## src/rtl/wptr_full_ctrl_pkg.sv

```systemverilog
// Shared constants and pointer helpers for the asynchronous FIFO.
// Used by both the write-side (wptr_full_ctrl) and read-side controllers.
//   DEF_ADDR_WIDTH : default memory address width (depth = 2**DEF_ADDR_WIDTH)
//   PTR_W          : pointer width, one extra bit to tell full from empty
//   bin2gray/gray2bin : conversions at the default pointer width
package wptr_full_ctrl_pkg;

  localparam int DEF_ADDR_WIDTH = 4;
  localparam int PTR_W          = DEF_ADDR_WIDTH + 1;

  function automatic logic [PTR_W-1:0] bin2gray(input logic [PTR_W-1:0] b);
    return b ^ (b >> 1);
  endfunction

  // Each binary bit is the XOR of all Gray bits at and above it.
  function automatic logic [PTR_W-1:0] gray2bin(input logic [PTR_W-1:0] g);
    logic [PTR_W-1:0] b;
    b = '0;
    for (int i = 0; i < PTR_W; i++) begin
      b[i] = ^(g >> i);
    end
    return b;
  endfunction

endpackage

```

## src/rtl/wptr_full_ctrl_if.sv

```systemverilog
// Write-side FIFO bus between the producer and wptr_full_ctrl.
// Handshake: a word is accepted in a cycle exactly when wr_en=1 and full=0;
// mem_we reports that acceptance combinationally in the same cycle, and the
// data is written at the current wr_addr. wr_en while full is refused and
// sets the sticky overflow flag.
//   master : producer side (drives wr_en, sync_rptr, clr_overflow)
//   slave  : controller side (drives mem_we, wr_addr, wr_ptr, flags, level)
interface wptr_full_ctrl_if #(
  parameter int ADDR_WIDTH = wptr_full_ctrl_pkg::DEF_ADDR_WIDTH
);
  logic                  wr_en;
  logic [ADDR_WIDTH:0]   sync_rptr;
  logic                  clr_overflow;
  logic                  mem_we;
  logic [ADDR_WIDTH-1:0] wr_addr;
  logic [ADDR_WIDTH:0]   wr_ptr;
  logic                  full;
  logic                  almost_full;
  logic [ADDR_WIDTH:0]   wr_level;
  logic                  overflow;

  modport master (
    output wr_en, sync_rptr, clr_overflow,
    input  mem_we, wr_addr, wr_ptr, full, almost_full, wr_level, overflow
  );

  modport slave (
    input  wr_en, sync_rptr, clr_overflow,
    output mem_we, wr_addr, wr_ptr, full, almost_full, wr_level, overflow
  );
endinterface

```

## src/rtl/wptr_full_ctrl_gray2bin.sv

```systemverilog
// Combinational Gray-to-binary converter of parameterized width.
//   gray_i : Gray-coded input
//   bin_o  : binary equivalent (bit i = XOR of gray_i[W-1:i])
module gray2bin #(
  parameter int W = 5
) (
  input  logic [W-1:0] gray_i,
  output logic [W-1:0] bin_o
);
  always_comb begin
    bin_o = '0;
    for (int i = 0; i < W; i++) begin
      bin_o[i] = ^(gray_i >> i);
    end
  end
endmodule

```

## src/rtl/wptr_full_ctrl.sv

```systemverilog
// Write-side pointer and flag controller of the asynchronous FIFO.
// Runs only in the write clock domain. Advances the binary/Gray write
// pointers on accepted writes, drives the memory strobe/address, and derives
// full, almost_full, fill level and sticky overflow from the synchronized
// Gray read pointer.
//   Src_clk : write-domain clock
//   rst     : asynchronous active-high reset
//   bus     : slave side of wptr_full_ctrl_if (see interface for handshake)
module wptr_full_ctrl
  import wptr_full_ctrl_pkg::*;
#(
  parameter int ADDR_WIDTH = DEF_ADDR_WIDTH,
  parameter int AF_THRESH  = 14
) (
  input  logic             Src_clk,
  input  logic             rst,
  wptr_full_ctrl_if.slave  bus
);
  localparam int PW = ADDR_WIDTH + 1;
  localparam logic [PW-1:0] AF_T = PW'(AF_THRESH);

  logic [PW-1:0]         wbin_q,  wbin_d;
  logic [PW-1:0]         wgray_q, wgray_d;
  logic [ADDR_WIDTH-1:0] waddr_q, waddr_d;
  logic                  full_q,  full_d;
  logic                  af_q,    af_d;
  logic [PW-1:0]         level_q, level_d;
  logic                  ovf_q,   ovf_d;

  logic                  push;
  logic [PW-1:0]         rbin;
  logic [PW-1:0]         full_ptr;

  gray2bin #(.W(PW)) u_rptr_g2b (
    .gray_i (bus.sync_rptr),
    .bin_o  (rbin)
  );

  // Gating with rst keeps the strobe low while reset is held, even though
  // full is already cleared then.
  assign push = bus.wr_en & ~full_q & ~rst;

  // Full when the write pointer is one lap ahead of the read pointer: in
  // Gray code that means the top two bits differ and the rest match.
  assign full_ptr = {~bus.sync_rptr[PW-1:PW-2], bus.sync_rptr[PW-3:0]};

  always_comb begin
    wbin_d  = wbin_q + {{(PW-1){1'b0}}, push};
    wgray_d = wbin_d ^ (wbin_d >> 1);
    waddr_d = wbin_d[ADDR_WIDTH-1:0];
    full_d  = (wgray_d == full_ptr);
    // Modular subtraction keeps the level right across pointer wrap.
    level_d = wbin_d - rbin;
    af_d    = (level_d >= AF_T);
    ovf_d   = ovf_q;
    if (bus.clr_overflow) ovf_d = 1'b0;
    if (bus.wr_en && full_q) ovf_d = 1'b1;  // set wins over clear
  end

  always_ff @(posedge Src_clk or posedge rst) begin
    if (rst) begin
      wbin_q  <= '0;
      wgray_q <= '0;
      waddr_q <= '0;
      full_q  <= 1'b0;
      af_q    <= 1'b0;
      level_q <= '0;
      ovf_q   <= 1'b0;
    end else begin
      wbin_q  <= wbin_d;
      wgray_q <= wgray_d;
      waddr_q <= waddr_d;
      full_q  <= full_d;
      af_q    <= af_d;
      level_q <= level_d;
      ovf_q   <= ovf_d;
    end
  end

  assign bus.mem_we      = push;
  assign bus.wr_addr     = waddr_q;
  assign bus.wr_ptr      = wgray_q;
  assign bus.full        = full_q;
  assign bus.almost_full = af_q;
  assign bus.wr_level    = level_q;
  assign bus.overflow    = ovf_q;

endmodule
```

## src/flat_wrapper.sv

```systemverilog
// flat-port wrapper written by rule: the top's interface ports become plain ports
module wptr_full_ctrl_flat import wptr_full_ctrl_pkg::*;
#(
  parameter int ADDR_WIDTH = DEF_ADDR_WIDTH,
  parameter int AF_THRESH  = 14
)
  (Src_clk, rst, bus_wr_en, bus_sync_rptr, bus_clr_overflow, bus_mem_we, bus_wr_addr, bus_wr_ptr, bus_full, bus_almost_full, bus_wr_level, bus_overflow);
  wptr_full_ctrl_if #(.ADDR_WIDTH(ADDR_WIDTH)) bus_i ();
  input  logic Src_clk;
  input  logic rst;
  input wire logic [$bits(bus_i.wr_en)-1:0] bus_wr_en;
  input wire logic [$bits(bus_i.sync_rptr)-1:0] bus_sync_rptr;
  input wire logic [$bits(bus_i.clr_overflow)-1:0] bus_clr_overflow;
  output wire logic [$bits(bus_i.mem_we)-1:0] bus_mem_we;
  output wire logic [$bits(bus_i.wr_addr)-1:0] bus_wr_addr;
  output wire logic [$bits(bus_i.wr_ptr)-1:0] bus_wr_ptr;
  output wire logic [$bits(bus_i.full)-1:0] bus_full;
  output wire logic [$bits(bus_i.almost_full)-1:0] bus_almost_full;
  output wire logic [$bits(bus_i.wr_level)-1:0] bus_wr_level;
  output wire logic [$bits(bus_i.overflow)-1:0] bus_overflow;
  assign bus_i.wr_en = bus_wr_en;
  assign bus_i.sync_rptr = bus_sync_rptr;
  assign bus_i.clr_overflow = bus_clr_overflow;
  assign bus_mem_we = bus_i.mem_we;
  assign bus_wr_addr = bus_i.wr_addr;
  assign bus_wr_ptr = bus_i.wr_ptr;
  assign bus_full = bus_i.full;
  assign bus_almost_full = bus_i.almost_full;
  assign bus_wr_level = bus_i.wr_level;
  assign bus_overflow = bus_i.overflow;
  wptr_full_ctrl #(.ADDR_WIDTH(ADDR_WIDTH), .AF_THRESH(AF_THRESH)) u_core (.Src_clk(Src_clk), .rst(rst), .bus(bus_i));
endmodule
```

## config.mk

```make
export PLATFORM = sky130hd
export DESIGN_NAME = wptr_full_ctrl_flat
export DESIGN_NICKNAME = d
export VERILOG_FILES = /design/src/rtl/wptr_full_ctrl_pkg.sv /design/src/rtl/wptr_full_ctrl_if.sv /design/src/rtl/wptr_full_ctrl_gray2bin.sv /design/src/rtl/wptr_full_ctrl.sv /design/src/flat_wrapper.sv
export SDC_FILE = /design/constraint.sdc
export NUM_CORES = 1
export LEC_CHECK = 0
export ABC_AREA = 1
export BUFFER_PORTS_ARGS = -buffer_cell sky130_fd_sc_hd__buf_2
export CAP_MARGIN = 0
export CORE_MARGIN = 2
export CORE_UTILIZATION = 23
export DETAILED_ROUTE_END_ITERATION = 8
export PLACE_DENSITY_LB_ADDON = 0.3
export REMOVE_ABC_BUFFERS = 1
export SLEW_MARGIN = 20
export SYNTH_ARGS = -nofsm -noshare
export SYNTH_HDL_FRONTEND = slang
export SYNTH_SLANG_ARGS = --single-unit
```

## constraint.sdc

```tcl
create_clock -name Src_clk -period 2.4 [get_ports Src_clk]
set_input_delay 0.12 -clock Src_clk [delete_from_list [all_inputs] [get_ports Src_clk]]
set_output_delay 0.12 -clock Src_clk [all_outputs]
set_load 0.02 [all_outputs]
```

==> flow_summary.json <==
{
  "status": "finished clean",
  "gp_congestion": 0.823,
  "n_antenna_cell": 0,
  "slew_viol_final": 0,
  "first_pass_iters": 4,
  "power_density_nw_per_um2": 1340,
  "routedWlPerCell_microns": 10.5,
  "cts_sinks": 17,
  "holdPathStages": 2,
  "drt_iter0_markers": 23,
  "endpoint_kind": "flip-flop",
  "fin_worst_skew_ns": 0.00358,
  "synthToLayoutAreaGrowth_pct": 29.5,
  "yosys.area.top_type_share": 0.427,
  "grt_pass1_wl_microns": 3860,
  "yosysTopAreaCell": "dfrtp_1",
  "startpoint_type": "flip-flop",
  "cts_buffer_depth": 2,
  "antenna_found_initial": 0,
  "ant_nets": 0,
  "start_util": 0.244,
  "cts_tree": "done",
  "worstMarginPinSlew_ns": 0.329,
  "dp.cells": 198,
  "pin_count": 27,
  "grt_max_degree": 18,
  "dieArea_sq_um": 4880,
  "layout-drive-gt1-share": 0.266,
  "synth_seq_cells": 17,
  "tns_ns": 0,
  "die_h_microns": 69.8,
  "port_buffers": 26,
  "cts.htree.levels": 1,
  "viasPerCell": 4.14,
  "grt_usage": 0.0990,
  "rsz0062_at_grt": "no",
  "slew_headroom": 0.780,
  "min_path_type": "in -> reg",
  "worstPathArrival_ns": 2.27,
  "wirelength_microns": 2150,
  "critical_path_class": "reg -> reg",
  "fin_nets": 172,
  "fp.dieW_microns": 69.8,
  "ys_top_cells_by_area": "dfrtp_1 43%, nand2_1 15%, ha_1 8.8%",
  "drc": 0,
  "rows": 23,
  "finalCritPeriodShare": 0.885,
  "setup_viol": 0,
  "netlist_area_sq_um": 997,
  "netlist_instances": 120,
  "syn_avg_cell_area_sq_um": 8.31,
  "worstPathRequired_ns": 2.54,
  "hpwl_microns": 1740,
  "yosys_warnings": 0,
  "ys_types": 19,
  "root_buffer": "clkbuf_8",
  "worst-path-max-fanout": 5,
  "r2r_cells": 11,
  "clkSlewWorstSetupHoldPaths_ns": 0.07,
  "clk_latency_ns": 0.26,
  "max_cap_violations": 0,
  "final_cells": 204,
  "num_vias": 845,
  "core_area_sq_um": 4090,
  "fin_crit_ns": 2.12,
  "max_freq_ghz": 0.471,
  "numCtsBuffers": 3,
  "grt_overflow": 0,
  "grt_pass1_vias": 843,
  "yosysSeqAreaShare": 0.427,
  "ir_drop_mv": 0.389,
  "leakage_nw": 0.705,
  "power_mw": 1.74,
  "finalHoldViolCount": 0
}
synthesized netlist by cell type (all sizes together):
master / count
nand2: 41
dfrtp: 17
inv: 17
nand3: 14
ha: 7
nand4: 4
nor2: 4
xnor2: 4
xor2: 4
o21ai: 2
a211oi: 1
a21oi: 1
buf: 1
fa: 1
nand3b: 1
or2: 1
per-stage QoR:
step	utilization	hold WS [ns]	area [sq um]	setup WS [ns]
after global routing	0.316	0.0692	1290	0.0284
after CTS	0.309	0.0536	1260	0.0812
final	0.316	0.0550	1290	0.276
after floorplan	-	0.0542	990	-0.214
after global placement	0.295	0.185	1200	0.158
after detailed placement	0.295	0.181	1200	0.103
repair_timing:
| action | in CTS | in global routing |
|---|---|---|
| setup buffers | 0 | 1 |
| gates resized for setup | 0 | 5 |
| setup endpoints to repair | 0 | 3 |
| hold buffers | 1 | 0 |
| hold endpoints to repair | 17 | 0 |
critical path: stages, from the launching register on:
cell and delay, ns:
dfrtp_1 0.42, nor2_4 0.15, ha_2 0.23, nand3_1 0.11
nand2_1 0.08, nand2_1 0.10, ha_1 0.35, nand2_1 0.08
nor2_1 0.04, a211oi_1 0.22, or2_1 0.16, nand3_1 0.07
kinds of logic after synthesis:
logic type / share of synthesized area
AND/OR/NAND/NOR: 0.279
buffers and inverters: 0.0715
flip-flops: 0.427
XOR/XNOR: 0.0929
adder cells (fa/ha/maj): 0.108
AO/OA/AOI/OAI: 0.0226
final cells by class:
cell class	count	area, sq um
inverter	17	63.8
clock buffer	3	41.3
fill	454	2800
multi-input combinational	85	523
tap	50	62.6
sequential	17	425
timing repair buffer	31	170
clock inverter	1	5.00
registers in the layout, summed over array words and instances (netlist names):
signal                  cells
u_core.bus.almost_full      1
u_core.bus.full             1
u_core.bus.overflow         1
u_core.bus.wr_level         5
u_core.wbin_q               5
u_core.bus.wr_ptr           4
path summary, 6_finish.rpt:
path	start	end	slack, ns
max	u_core.bus.full	u_core.bus.almost_full	0.28
min	bus_clr_overflow	u_core.bus.overflow	0.05
max reg2reg	u_core.bus.full	u_core.bus.almost_full	0.28
min reg2reg	u_core.bus.overflow	u_core.bus.overflow	0.52
max in group asynchronous	rst	u_core.bus.wr_ptr[2]	1.78
min in group asynchronous	rst	u_core.bus.full	0.43
report_power, final:
group / leakage [nW] / switching, mW / internal (mW)
Clock: 0.0255 / 0.105 / 0.115
Combinational: 0.470 / 0.622 / 0.386
Sequential: 0.209 / 0.0854 / 0.422
Total: 0.705 / 0.812 / 0.923
metal layers:
layer | wire length, microns | up-vias | global-route usage
met5 | 0 | - | 0
met4 | 19 | 0 | 0.0256
met3 | 141 | 2 | 0.0320
met2 | 914 | 23 | 0.162
met1 | 1070 | 372 | 0.126
li1 | - | 448 | -
layout by cell type (no fill, tap or decap), drive strengths merged:
| cell type | instances |
|---|---|
| clkinv | 1 |
| dlygate4sd3 | 1 |
| clkbuf | 3 |
| a211oi | 1 |
| or2 | 1 |
| inv | 17 |
| fa | 1 |
| xor2 | 4 |
| xnor2 | 4 |
| dfrtp | 17 |
| a21oi | 1 |
| nand2 | 41 |
| nand4 | 4 |
| nand3b | 1 |
| nand3 | 14 |
| nor2 | 4 |
| ha | 7 |
| buf | 30 |
| o21ai | 2 |
Power figures use the tool's default switching activity.
